==> src/rtl/ring_pattern_gen.sv <==
// ring_pattern_gen: prescaled LED pattern sequencer (rotate left/right, bounce, hold); SPEED_SEL_EN adds speed[1:0]
module ring_pattern_gen #(
  parameter int WIDTH = 8,
  parameter int DIV = 100,
  parameter logic [WIDTH-1:0] RESET_PAT = WIDTH'(8'h80)
) (
  input  logic             clk,
  input  logic             rst_n,
  input  logic             en,
  input  logic [1:0]       mode,
  input  logic             load,
  input  logic [WIDTH-1:0] load_val,
`ifdef SPEED_SEL_EN
  input  logic [1:0]       speed,
`endif
  output logic [WIDTH-1:0] pattern,
  output logic             step,
  output logic             dir
);
`ifdef SPEED_SEL_EN
  localparam int CW = $clog2(DIV * 8);
  logic [CW-1:0] tc;
  assign tc = CW'((DIV << speed) - 1);
`else
  localparam int CW = DIV > 1 ? $clog2(DIV) : 1;
  logic [CW-1:0] tc;
  assign tc = CW'(DIV - 1);
`endif
  logic [CW-1:0] cnt;
  logic [WIDTH-1:0] nxt_pat;
  logic nxt_dir, nxt_step, tick, go_left;
  // >= lets a shortened period (speed drop) tick immediately and wrap
  assign tick = en & (cnt >= tc);
  assign go_left = dir ? pattern[0] : ~pattern[WIDTH-1];
  // next pattern/direction for a tick; hold mode neither moves nor pulses
  always_comb begin
    nxt_pat = pattern;
    nxt_dir = dir;
    nxt_step = 1'b0;
    if (tick && mode != 2'b11) begin
      nxt_step = 1'b1;
      nxt_pat = mode == 2'b00 ? {pattern[WIDTH-2:0], pattern[WIDTH-1]} :
                mode == 2'b01 ? {pattern[0], pattern[WIDTH-1:1]} :
                go_left ? pattern << 1 : pattern >> 1;
      nxt_dir = mode == 2'b10 ? ~go_left : dir;
    end
  end
  // prescaler and pattern registers; load overrides a coincident tick
  always_ff @(posedge clk or negedge rst_n) begin
    if (!rst_n) begin
      cnt <= '0;
      pattern <= RESET_PAT;
      dir <= 1'b0;
      step <= 1'b0;
    end else if (load) begin
      cnt <= '0;
      pattern <= load_val;
      dir <= 1'b0;
      step <= 1'b0;
    end else begin
      if (en) cnt <= tick ? '0 : cnt + CW'(1);
      pattern <= nxt_pat;
      dir <= nxt_dir;
      step <= nxt_step;
    end
  end
endmodule
==> config.mk <==
export PLATFORM = sky130hd
export DESIGN_NAME = ring_pattern_gen
export DESIGN_NICKNAME = d
export VERILOG_FILES = /design/src/rtl/ring_pattern_gen.sv
export SDC_FILE = /design/constraint.sdc
export NUM_CORES = 1
export LEC_CHECK = 0
export CAP_MARGIN = 20
export CORE_MARGIN = 3
export CORE_UTILIZATION = 30
export CTS_CLUSTER_SIZE = 14
export DETAILED_ROUTE_END_ITERATION = 6
export DONT_BUFFER_PORTS = 1
export SLEW_MARGIN = 20
export SYNTH_ARGS = -nofsm -noshare
export SYNTH_HDL_FRONTEND = slang
export SYNTH_SLANG_ARGS = --single-unit
==> constraint.sdc <==
create_clock -name clk -period 2 [get_ports clk]
set_clock_uncertainty 0.1 [all_clocks]
set_input_delay 0.3 -clock clk [delete_from_list [all_inputs] [get_ports clk]]
set_output_delay 0.3 -clock clk [all_outputs]
set_load 0.05 [all_outputs]
==> metrics.txt, run 1 <==
die width 64.09 um; final wirelength 2.323 mm; worst slew pin tran 803.0 ps; gr usage total 0.1306; Synth Instances roughly 110; hold_buf cts 2; Yosys Warn Count 0; Synth Register Bits 17; postcts setup bufs 0; Seq. cell area 426.7 sq um; CTS resizes 0; Initial Utilization 0.3236; Clk Tree Root Cell clkbuf_4; setup violators final 0; number of nets in the layout between 100 and 150; initial antenna violation count 0; PortBufs 0; Post-Syn Area 1012 sq um; Final min period 1681 ps; relative slew slack 0.4629; CTS Buf Count 3; area of the multi-input gates 539.3 sq um; placed inst area 1096 sq um; # IOs 24; status finished, final reports clean; # H-tree levels 1; fmax 0.5950 GHz; gr ovfl total 0; Skew-Pair Late Insertion Delay 300 ps; reg-to-reg startpoint cnt[0]; num rows 20; GPL Wtd Cong 0.7839; peak supply drop ~0.00026 V; crit path from cnt[0]; vias per inst 5.118; CP startpoint kind register; layout cells sized above 1 0.1368; Final Cell Area 1144 sq um; leading area contributor after synthesis dfrtp_1; Critical Path RT approximately 2100 ps; Antenna Nets Post-Route 0; Syn Area/Cell around 9.4 sq um; number of global-route vias before repair 869; Leakage Power 0.4984 nW; Area Overhead vs Synth 12.98%; initial drt markers 53; post-synth top area share 0.3956; largest cells by area after synthesis dfrtp_1 (40%), o221ai_1 (6.9%), mux2i_1 (5.9%), nand2_1 (5.6%), inv_1 (3.7%); min-delay worst type input port to register; via count 824; Post-route DRC 0; TritonCTS clock tree done; Clock Tree Buf Depth 2; Hold Crit Start load; setup TNS 0 ps; Wirelength per Cell 14.43 um; pwr dens 652.1 nW/um^2; syn nets 123; worst setup path category register to register; clock sink count 17; RSZ-0062 raised after global routing false; largest net degree at the start of global routing 18; post-synthesis cell type count 34; core area 3128 sq um; Seq/Total Area, Yosys 0.4215; fin crit share 0.8404; fill cell count about 330; Pre-antenna DRT Iters 4; crit path max fanout 5; Die Area slightly above 4000 sq um; Reg clk slew, reported paths 120 ps; Final Hold Fails 0; max-cap violations 0; Post-DP HPWL 1.737 mm; Inserted Diodes 0; critical path endpoint category register; Die Y 64.09 um; worst endpoint data arrival time 1820 ps; max-slew violation count 0; global-route wire length before repair about 4.2 mm
-- registers in the layout, indices dropped and copies added, names as in the netlist --
name	flops
cnt	7
pattern	8
dir	1
step	1
-- logic make-up after synthesis --
kind of cell	after synthesis	share of synthesized area
mux	7	0.07416
buf+inv	12	0.04573
simple gates	40	0.2052
xor+xnor	3	0.02596
flops	17	0.4215
fa+ha+maj	1	0.01236
compound gates	28	0.2151
-- cell type report --
cell class	instances	area share
clock inverters	1	0.004376
flip-flops and latches	17	0.3731
repair buffers	7	0.05033
clock buffers	3	0.01969
inverters	10	0.03282
multi-input cells	79	0.4716
well taps	44	0.04814
-- worst paths after layout --
path / to / slack [ps] / cells after the start
max in group asynchronous: cnt[1] / 870 / 1
worst min-delay path: pattern[6] / 20 / 2
worst max-delay path: dir / 320 / 5
worst min register to register: cnt[1] / 450 / 2
worst max register to register: dir / 320 / 5
min in group asynchronous: pattern[3] / 420 / 1
-- worst max-delay path, cell delays in order, from the launching register on --
cell      delay, ps
dfrtp_1         420
ha_1            250
nor4_4          280
a211oi_1        150
mux2_4          320
a21oi_2         130
-- Yosys cell counts --
library cell and n:
dfrtp_1 16, nand2_1 15, inv_1 10, nor2_1 9, o221ai_1 8, mux2i_1 6, nand2b_1 6, o21ai_0 4
a21oi_1 3, a211oi_1 2, a21o_1 2, a31oi_1 2, and2_1 2, nand3b_1 2, xor2_1 2, a211o_1 1
a21boi_0 1, a21oi_2 1, a311oi_1 1, a31oi_4 1, buf_2 1, clkbuf_1 1, dfstp_2 1, ha_1 1
mux2_4 1, nand3_1 1, nand4_1 1, nor2b_1 1, nor3_1 1, nor4_4 1, o21ai_2 1, o22ai_1 1
or3b_2 1, xnor2_1 1
-- layout by cell type (no fill, tap or decap), types with 2 or more instances in the layout --
cell type      netlist  routed
a31oi_1              2       2
clkbuf_4             0       3
nand2_1             15      15
o21ai_0              4       4
inv_1               10      10
buf_4                0       5
and2_1               2       2
o221ai_1             8       8
a211oi_1             2       2
nand3b_1             2       2
nand2b_1             6       6
dfrtp_1             16      16
mux2i_1              6       6
a21o_1               2       2
xor2_1               2       2
nor2_1               9       9
a21oi_1              3       3
dlygate4sd3_1        0       2
-- per-layer routing --
layer | track usage | vias up | routed length [um]
li1 | - | 402 | -
met1 | 0.1801 | 397 | 1078
met2 | 0.1923 | 23 | 1061
met3 | 0.04745 | 2 | 163
met4 | 0.03235 | 0 | 19
met5 | 0 | - | 0
-- metrics by stage --
step | utilization | worst slack (ps) | hold slack (ps) | power (mW) | instances
4_1_cts | 0.3656 | 290.3 | 16.65 | 0.7504 | 161
6_report | 0.3656 | 319.2 | 17.78 | 0.7457 | 161
3_3_place_gp | 0.3504 | 330.9 | -95.15 | 0.5489 | 155
5_1_grt | 0.3656 | 113.7 | 11.08 | 0.7865 | 161
2_1_floorplan | - | 247.7 | -95.59 | 0.5235 | 108
3_5_place_dp | 0.3504 | 299.2 | -95.15 | 0.5513 | 155
-- report_power, final --
part / total (mW) / internal, mW / switching [mW]
Sequential: 0.410 / 0.363 / 0.0467
Combinational: 0.145 / 0.0561 / 0.0892
Clock: 0.191 / 0.0744 / 0.116
Total: 0.746 / 0.494 / 0.252
Note: power is estimated with default switching activity, not from simulation.
==> inputs of run 2 (changes only) <==
clock period = 1.7 ns   (was 2 ns; I/O delays follow)
==> run 2 against run 1 <==
Effect of this change: clock power increased by 12%; die area did not move; combinational power up 58%; flip-flop and latch count unchanged; critical path type unchanged; highest routed layer unchanged.
==> metrics.txt, run 2 (same netlist as run 1, synthesis figures left out) <==
setup TNS 0 ps (unchanged); Psw 0.2959 mW (was 0.2522 mW); layout cells sized above 1 0.2093 (was 0.1368); min-delay worst type input port to register (unchanged); CTS Buf Count 3 (unchanged); RSZ-0062 raised after global routing true (was false); crit path cell chain nand2b_4 -> a31oi_4 -> buf_4 -> mux2i_1 -> o221ai_1 (was ha_1 -> nor4_4 -> a211oi_1 -> mux2_4 -> a21oi_2); Clk Tree Root Cell clkbuf_4 (unchanged); Clock Tree Buf Depth 2 (unchanged); number of nets in the layout 145 (was 133); gr ovfl total 0 (unchanged); Antenna Nets Post-Route 0 (unchanged); Skew-Pair Late Insertion Delay 290 ps (was 300 ps); # H-tree levels 1 (unchanged); Pre-antenna DRT Iters 4 (unchanged); slowest stage cell, crit path dfstp_4 (was dfrtp_1); via count 864 (was 824); clock power share 0.235 (was 0.256); Final Cell Area 1275 sq um (was 1144 sq um); PortBufs 0 (unchanged); Post-DP HPWL 1.799 mm (was 1.737 mm); pre-CTS setup slack -6.109 ps (was 299.2 ps); critical path endpoint category register (unchanged); most frequent cells in the layout nand2_1 (14), dfrtp_1 (14), buf_4 (11) (was dfrtp_1 (16), nand2_1 (15), inv_1 (10)); initial antenna violation count 0 (unchanged); Largest register FFs 8 (unchanged); largest net degree at the start of global routing 18 (unchanged); initial drt markers 47 (was 53); Inserted Diodes 0 (unchanged); CP startpoint kind register (unchanged); status finished, final reports clean (unchanged); TritonCTS clock tree done (unchanged); gr usage total 0.1298 (was 0.1306); max-cap violations 0 (unchanged); clock sink count 17 (unchanged); max-slew violation count 0 (unchanged); crit path max fanout 5 (unchanged); Seq pwr share 0.512 (was 0.549); Biggest register pattern (unchanged); setup violators final 0 (unchanged); Final WS setup 24.92 ps (was 319.2 ps); worst endpoint data arrival time 1740 ps (was 1820 ps); P_int 0.6128 mW (was 0.4936 mW); Final Hold Fails 0 (unchanged); core area 3128 sq um (unchanged); num rows 20 (unchanged); number of global-route vias before repair 852 (was 869); vias per inst 4.994 (was 5.118); Switching Fraction 0.3256 (was 0.3381); fill cell count 317 (was 331); placed inst area 1132 sq um (was 1096 sq um); Initial Utilization 0.3236 (unchanged); fmax 0.5970 GHz (was 0.5950 GHz); worst setup path category register to register (unchanged); Wirelength per Cell 14.69 um (was 14.43 um); Total Power 0.9086 mW (was 0.7457 mW); pwr dens 712.7 nW/um^2 (was 652.1 nW/um^2); relative slew slack 0.4661 (was 0.4629); peak per-stage delay on the critical path 640 ps (was 420 ps); global-route wire length before repair 4.057 mm (was 4.243 mm); Final min period 1675 ps (was 1681 ps); GPL Wtd Cong 0.7989 (was 0.7839); Post-route DRC 0 (unchanged); peak supply drop 0.0003321 V (was 0.0002561 V); final wirelength 2.542 mm (was 2.323 mm); die width 64.09 um (unchanged); area of the multi-input gates 560.5 sq um (was 539.3 sq um); Regs by FF count pattern: 8 flops, cnt: 7 flops (unchanged); Critical Path RT 1770 ps (was 2140 ps); fin crit share 0.9853 (was 0.8404); Seq. cell area 432.9 sq um (was 426.7 sq um); power share of the combinational group 0.252 (was 0.195); worst slew pin tran 798.2 ps (was 803.0 ps); Area Overhead vs Synth 25.96% (was 12.98%); # IOs 24 (unchanged); Leakage Power 0.5515 nW (was 0.4984 nW); Die Y 64.09 um (unchanged); Reg clk slew, reported paths 100 ps (was 120 ps); Die Area 4107 sq um (unchanged)
## run 2: final timing paths
check	to	from	slack [ps]	cells past startpoint
worst max-delay path	pattern[2]	pattern[7]	20	5
worst min-delay path	pattern[7]	load_val[7]	6	2
worst max register to register	pattern[2]	pattern[7]	20	5
worst min register to register	cnt[6]	cnt[6]	450	2
max in group asynchronous	pattern[0]	rst_n	570	1
min in group asynchronous	pattern[6]	rst_n	380	1
## run 2: metal layers
layer | wire, um | GRT usage | up-vias
met4 | 19 | 0.03235 | 0
met1 | 1069 | 0.1449 | 411
met5 | 0 | 0 | -
li1 | - | - | 429
met3 | 175 | 0.05448 | 2
met2 | 1278 | 0.2258 | 22
## run 2: layout make-up
class,instances,area share
multi-input combinational,79,0.4396
sequential,17,0.3395
timing repair buffer,19,0.1276
tap,44,0.04318
inverter,10,0.02944
clock buffer,4,0.02061
## run 2: what timing repair did
| action | 4_1_cts | 5_1_grt |
|---|---|---|
| buffers inserted | 0 | 2 |
| hold buffers | 7 | 1 |
| resized for setup | 1 | 3 |
| endpoints found under the setup margin | 2 | 7 |
| pin swaps | 0 | 3 |
| endpoints found under the hold margin | 24 | 2 |
## run 2: power by group through the flow
stage	sequential, mW	clock [mW]	combinational [mW]
after floorplan	0.525	0	0.0926
after global placement	0.471	0	0.188
after detailed placement	0.473	0	0.191
after CTS	0.465	0.226	0.216
after global routing	0.470	0.245	0.246
final	0.465	0.214	0.229
## run 2: per-stage QoR
stage	hold slack, ps	cells	util
2_1_floorplan	-140.6	108	-
3_3_place_gp	-140.1	159	0.3620
3_5_place_dp	-140.1	159	0.3620
4_1_cts	2.564	170	0.3936
5_1_grt	1.559	173	0.4076
6_report	6.133	173	0.4076
## run 2: worst max-delay path, delay by kind of cell, from the launching register on
| kind | cells | cell delay, ps |
|---|---|---|
| buffers and inverters | 1 | 160 |
| DFF | 1 | 640 |
| AOI/OAI and AO/OA | 2 | 410 |
| muxes | 1 | 170 |
| and+or+nand+nor | 1 | 70 |
